--- src/rtl/adder.sv ---
// WIDTH-bit add/subtract with a zero-latency combinational result and an optional registered copy.
// Define ADDER_SAT_EN to make the registered result saturate on signed overflow.
module adder #(
    parameter int WIDTH = 32
) (
    input  logic             clk,
    input  logic             reset,
    input  logic [WIDTH-1:0] op1,
    input  logic [WIDTH-1:0] op2,
    input  logic             sub,
    input  logic             en,
    output logic [WIDTH-1:0] res,
    output logic             carry,
    output logic             overflow,
    output logic             zero,
    output logic             negative,
    output logic [WIDTH-1:0] res_q,
    output logic [3:0]       flags_q,
    output logic             valid_q
);

    logic [WIDTH-1:0] op2_eff;
    logic [WIDTH:0]   sum;
    logic [WIDTH-1:0] cap_res;
    logic [WIDTH-1:0] res_d;
    logic [3:0]       flags_d;
    logic             valid_d;

    // Subtraction reuses the adder: op1 + ~op2 + 1, so carry-out means "no borrow".
    always_comb begin
        op2_eff  = sub ? ~op2 : op2;
        sum      = {1'b0, op1} + {1'b0, op2_eff} + {{WIDTH{1'b0}}, sub};
        res      = sum[WIDTH-1:0];
        carry    = sum[WIDTH];
        overflow = (op1[WIDTH-1] == op2_eff[WIDTH-1]) && (res[WIDTH-1] != op1[WIDTH-1]);
        zero     = (res == '0);
        negative = res[WIDTH-1];
    end

    always_comb begin
        cap_res = res;
`ifdef ADDER_SAT_EN
        // Clamp toward the sign of op1; the overflow flag keeps the raw indication.
        if (overflow) begin
            cap_res = op1[WIDTH-1] ? {1'b1, {(WIDTH-1){1'b0}}} : {1'b0, {(WIDTH-1){1'b1}}};
        end
`endif
        res_d   = res_q;
        flags_d = flags_q;
        valid_d = 1'b0;
        if (en) begin
            res_d   = cap_res;
            flags_d = {carry, overflow, (cap_res == '0), cap_res[WIDTH-1]};
            valid_d = 1'b1;
        end
    end

    always_ff @(posedge clk) begin
        if (reset) begin
            res_q   <= '0;
            flags_q <= 4'b0000;
            valid_q <= 1'b0;
        end else begin
            res_q   <= res_d;
            flags_q <= flags_d;
            valid_q <= valid_d;
        end
    end

endmodule

--- config.mk ---
export PLATFORM = sky130hd
export DESIGN_NAME = adder
export DESIGN_NICKNAME = d
export VERILOG_FILES = /design/src/rtl/adder.sv
export SDC_FILE = /design/constraint.sdc
export NUM_CORES = 1
export LEC_CHECK = 0
export ABC_AREA = 1
export BUFFER_PORTS_ARGS = -buffer_cell sky130_fd_sc_hd__buf_2
export CAP_MARGIN = 10
export CELL_PAD_IN_SITES_DETAIL_PLACEMENT = 0
export CELL_PAD_IN_SITES_GLOBAL_PLACEMENT = 1
export CORE_MARGIN = 10
export CORE_UTILIZATION = 35
export CTS_CLUSTER_DIAMETER = 50
export DETAILED_ROUTE_END_ITERATION = 12
export GPL_TIMING_DRIVEN = 1
export PLACE_DENSITY = 0.91
export SLEW_MARGIN = 25
export SYNTH_ARGS = -nofsm -noshare
export SYNTH_HDL_FRONTEND = slang
export SYNTH_SLANG_ARGS = --single-unit
--- constraint.sdc ---
create_clock -name clk -period 3.3 [get_ports clk]
set_input_delay 0.33 -clock clk [delete_from_list [all_inputs] [get_ports clk]]
set_output_delay 0.33 -clock clk [all_outputs]
set_load 0.01 [all_outputs]
After elaboration in Yosys (flattened, before gate mapping)
Index checks and enable logic that the tools add are counted.
{"block": "classes", "n_mux": 2, "n_lt_le_gt_ge": 0, "bitwise_logic": 1, "n_div": 0, "n_eq_ne": 2, "n_mul": 0, "shift": 0, "n_reduce_logical": 2, "n_addsub": 2}
{"cell": "adder 32 x 32 -> 33 bit", "count": 1}
{"cell": "adder 33 x 1 -> 33 bit", "count": 1}
{"cell": "zero test 32 bit", "count": 1}
{"cell": "2-to-1 mux 32 bit", "count": 1}
{"cell": "NOT 32 bit", "count": 1}
{"cell": "equality test 1 bit", "count": 1}
{"cell": "logical AND 1 bit", "count": 1}
{"cell": "2-to-1 mux 1 bit", "count": 1}
{"cell": "inequality test 1 bit", "count": 1}
{"block": "word_totals", "mem_bits_rw": 0, "output_inout_bits": 73, "memories": 0, "elab_cells": 12, "romBits": 0, "in_bits": 68, "latch_bits": 0, "register_bits": 37}

Longest topological paths before layout
{"block": "logic_depth", "ltp_word": 6, "depth_mapped": 21}

Least setup slack after synthesis
Ideal clock, no wire load.
{"block": "synth_timing", "kind": "input port to output port", "startpoint": "input sub", "endpoint": "output zero", "arrival_ps": 2627, "n_path_buf": 2, "path_slack_ps": 343, "path_stages": 14, "cell_sequence": "buf_6 > clkbuf_1 > xor2_1 > ha_1 > nand2_2 > nor2_2 > and2_1 > nand2_1 > nand2_2 > xnor2_1 > inv_1 > nor4_1 > nand3_1 > nor2_1"}
{"block": "synth_via", "elab_chain_cells": 4}
{"item": "start, declared", "line": "10", "rtl": "input logic sub,"}
{"item": "2-to-1 mux 32 bit", "line": "31", "rtl": "op2_eff = sub ? ~op2 : op2;"}
{"item": "adder 32 x 32 -> 33 bit", "line": "32", "rtl": "sum = {1'b0, op1} + {1'b0, op2_eff} + {{WIDTH{1'b0}}, sub};"}
{"item": "adder 33 x 1 -> 33 bit (*)", "line": "32"}
{"item": "named net res[13]", "line": "12", "rtl": "output logic [WIDTH-1:0] res,"}
{"item": "zero test 32 bit (*)", "line": "36", "rtl": "zero = (res == '0);"}
{"item": "end, declared", "line": "15", "rtl": "output logic zero,"}
The timed path passes the listed nets; every way through them passes the cells marked *.

Worst setup path in the final report
{"block": "layout_timing", "startpoint": "input sub", "endpoint": "output zero"}
{"block": "layout_via", "elab_chain_cells": 4}
{"item": "2-to-1 mux 32 bit", "line": "31"}
{"item": "adder 32 x 32 -> 33 bit", "line": "32"}
{"item": "adder 33 x 1 -> 33 bit (*)", "line": "32"}
{"item": "zero test 32 bit (*)", "line": "36"}
Every way passes the cells marked *; elsewhere a longest branch is shown, timed or not.

==> results.py <==
metrics = {
    "critical_path": {
        "cp_slowest_cell": "ha_2",
        "path_buf_inv": 5,
        "worst-path-max-fanout": 8,
        "rrSetupSlack_ns": 2.61,
        "crit_chain": "buf_6, buf_12, buf_12, xor2_1, ha_2, nand2_1, inv_1, nand2_2, nand2_1, nand2_1, nand3_2, nand2_1, nand2_1, nor3_2, nand3_1, nor2_1, nand3_1, nor2_1, buf_2",
        "worstSetupPathType": "in -> out",
        "cp-start-kind": "input port",
        "crit_family": "simple AND/OR/NAND/NOR gates",
        "endpoint_kind": "primary output",
        "cpMostUsedCell": "nand2_1",
        "r2r_start": "res_q[25]",
        "slowest_delay_ns": 0.32,
        "r2r_end": "res_q[25]",
        "critPathRequiredTime_ns": 2.97,
        "worstPathArrival_ns": 2.80,
        "worst_r2r_path_depth": 4,
        "critical_path_depth": 19,
    },
    "sta": {
        "max_slew_margin": 0.571,
        "rsz0062_at_grt": "false",
        "holdWs_ns": 0.454,
        "hold_viol": 0,
        "tightest_slew_ns": 0.642,
        "fmax_ghz": 0.319,
        "finalSetupTns_ns": 0,
        "fin_crit_sh": 0.950,
        "drv_slew": 0,
        "fin_skew_ns": 0,
        "fin_crit_ns": 3.13,
        "setup_viol": 0,
    },
    "yosys": {
        "yosysUniqueCellTypes": 30,
        "syn_avg_cell_area_sq_um": 5.64,
        "synth_mux_area_frac": 0,
        "yosys.cell_count.top_type": "nand2_1",
        "syn_nets": 911,
        "synthFlopType": "dfxtp_1",
        "syn_inst": 808,
        "synthSimpleGateAreaFrac": 0.435,
        "synth_common_cells": "nand2_1, inv_1, nor2_1",
        "yosysSeqAreaShare": 0.158,
        "synth-xor-area-share": 0.0635,
        "synth_top_area_frac": 0.196,
        "synthAdderAreaFrac": 0.0978,
        "ys.warnings.count": 0,
        "synth-edff-count": 0,
        "ys_top_cells_by_area": "nand2_1, dfxtp_1, inv_1",
        "synth_top_family_by_area": "simple AND/OR/NAND/NOR gates",
        "synth_compound_area_frac": 0.0830,
        "async_flop_share": 0,
        "yosys.area.top_type": "nand2_1",
        "synth_area_sq_um": 4550,
        "ys_seq_elements": 36,
    },
    "finish": {
        "final_nets": 1063,
        "fin_area_sq_um": 5940,
        "fin_cells": 1133,
        "fin_util": 0.469,
        "area_delta_synth_final_pct": 30.5,
        "drive_gt1_frac": 0.287,
        "antenna_cells": 0,
    },
    "floorplanning": {
        "num_rows": 41,
        "initial_core_util": 0.359,
        "ioPinCount": 141,
        "die_w_microns": 134,
        "dieArea_sq_um": 18000,
        "core_sq_um": 12700,
        "die_h_microns": 134,
    },
    "power_and_ir_drop": {
        "seqPwrFrac": 0.204,
        "ir_drop_mv": 0.198,
        "intPower_mw": 1.37,
        "power_leakage_nw": 3.55,
        "clkPwrFrac": 0.211,
        "p_per_area_nw_per_um2": 418,
        "p_sw_frac": 0.448,
        "combinationalPowerShare": 0.585,
        "switchingPower_mw": 1.11,
    },
    "routing": {
        "vias": 5137,
        "drt-pass1-iter-count": 4,
        "ant_nets": 0,
        "drtIter0Drc": 300,
        "avgViaCountPerCell": 4.53,
        "route.detailed.drc": 0,
        "wirelength_microns": 15700,
        "routedWlPerCell_microns": 13.9,
    },
    "placed_design": {
        "dp.cells": 1117,
        "dp_hpwl_microns": 13200,
        "io_buffers": 140,
        "gp_congestion": 0.922,
        "placed_cell_area_sq_um": 5480,
    },
    "hold_path": {
        "hp-class": "in -> reg",
        "hold_end": "res_q[0]",
        "hold_depth": 5,
        "hp-start": "op2[0]",
    },
    "global_route": {
        "grt_pass1_wl_microns": 24700,
        "grt_usage": 0.165,
        "grt_max_degree": 45,
        "overflow": 0,
        "grt_antenna_before_repair": 0,
        "grt_pass1_vias": 5013,
    },
    "flow_run": {
        "maxCapViolCount": 0,
    },
    "cts": {
        "cts_max_level": 2,
        "clockRootBuffer": "clkbuf_16",
        "clock_latency_ns": 0.28,
        "cts_tree": "yes",
        "hold_buffers": 0,
        "cts_buffer_depth": 2,
        "path_clk_slew_ns": 0.05,
        "numCtsBuffers": 5,
        "cts.sinks": 36,
    },
    "status": {
        "status": "completed",
    },
}
## worst max-delay path by stage
| stage | startpoint | endpoint | slack [ns] |
|---|---|---|---|
| 2_1_floorplan | sub | zero | 0.34 |
| 3_3_place_gp | sub | zero | 0.15 |
| 3_5_place_dp | sub | zero | 0.15 |
| 4_1_cts | sub | zero | 0.14 |
| 5_1_grt | sub | zero | 0.02 |
| 6_report | sub | zero | 0.17 |
## placed cells by master (no fill, tap or decap), drive strengths merged
| master | netlist | layout |
|---|---|---|
| fa | 1 | 1 |
| o21ai | 30 | 30 |
| a31oi | 1 | 1 |
| nand2 | 269 | 269 |
| nand3b | 5 | 5 |
| nor2 | 99 | 99 |
| nor4 | 2 | 2 |
| o21bai | 3 | 3 |
| a21oi | 24 | 24 |
| inv | 170 | 170 |
| o211ai | 9 | 9 |
| xnor2 | 3 | 3 |
| or2 | 1 | 1 |
| buf | 4 | 159 |
| nand4 | 9 | 9 |
| dfxtp | 36 | 36 |
| ha | 34 | 34 |
| and2 | 4 | 4 |
| nor3 | 10 | 10 |
| xor2 | 30 | 30 |
| nand3 | 52 | 52 |
| clkinv | 0 | 1 |
| clkbuf | 12 | 8 |
| bufinv | 0 | 1 |
## cell families after synthesis
group / after synthesis
AOI/OAI and AO/OA: 67
xor gates and xnor gates: 33
adders and majority gates: 35
buffers and inverters: 186
DFF: 36
and+or+nand+nor: 451
## per-layer routing
metal	track usage	vias to the layer above	wire length, microns
met1	0.220	2228	7430
met2	0.272	138	7020
met5	0	-	0
met3	0.0299	11	1100
li1	-	2760	-
met4	0.0314	0	189
## repair_timing
action / 4_1_cts / 5_1_grt
resized for setup: 0 / 63
setup buffers: 0 / 6
endpoints found under the setup margin: 0 / 1
## worst reg2reg max path, delay by kind of cell, from the launching register on
kind            cells  cell delay (ns)
compound gates      1             0.09
flops               1             0.31
simple gates        2             0.12
buf+inv             1             0.06
## power groups by stage
stage | clock (mW) | combinational [mW] | sequential [mW]
after detailed placement | 0 | 1.35 | 0.514
after global placement | 0 | 1.35 | 0.512
after global routing | 0.554 | 1.63 | 0.511
after floorplan | 0 | 0.844 | 0.535
after CTS | 0.534 | 1.36 | 0.505
final | 0.525 | 1.45 | 0.505
## flip-flops by register name (all words and copies together) (netlist names)
signal	flops
valid_q	1
flags_q	4
res_q	31
## layout make-up
cell class	count	area (sq um)
clock buffers	6	129
well taps	172	215
flip-flops and latches	36	721
repair buffers	161	925
multi-input cells	586	3280
clock inverters	2	35.0
fillers	1424	6730
inverters	170	638
## through the flow
step	setup WS, ns	total power, mW
6_report	0.165	2.48
4_1_cts	0.145	2.40
5_1_grt	0.0166	2.69
3_5_place_dp	0.155	1.86
3_3_place_gp	0.147	1.86
2_1_floorplan	0.343	1.38
(Power assumes the default switching activity.)
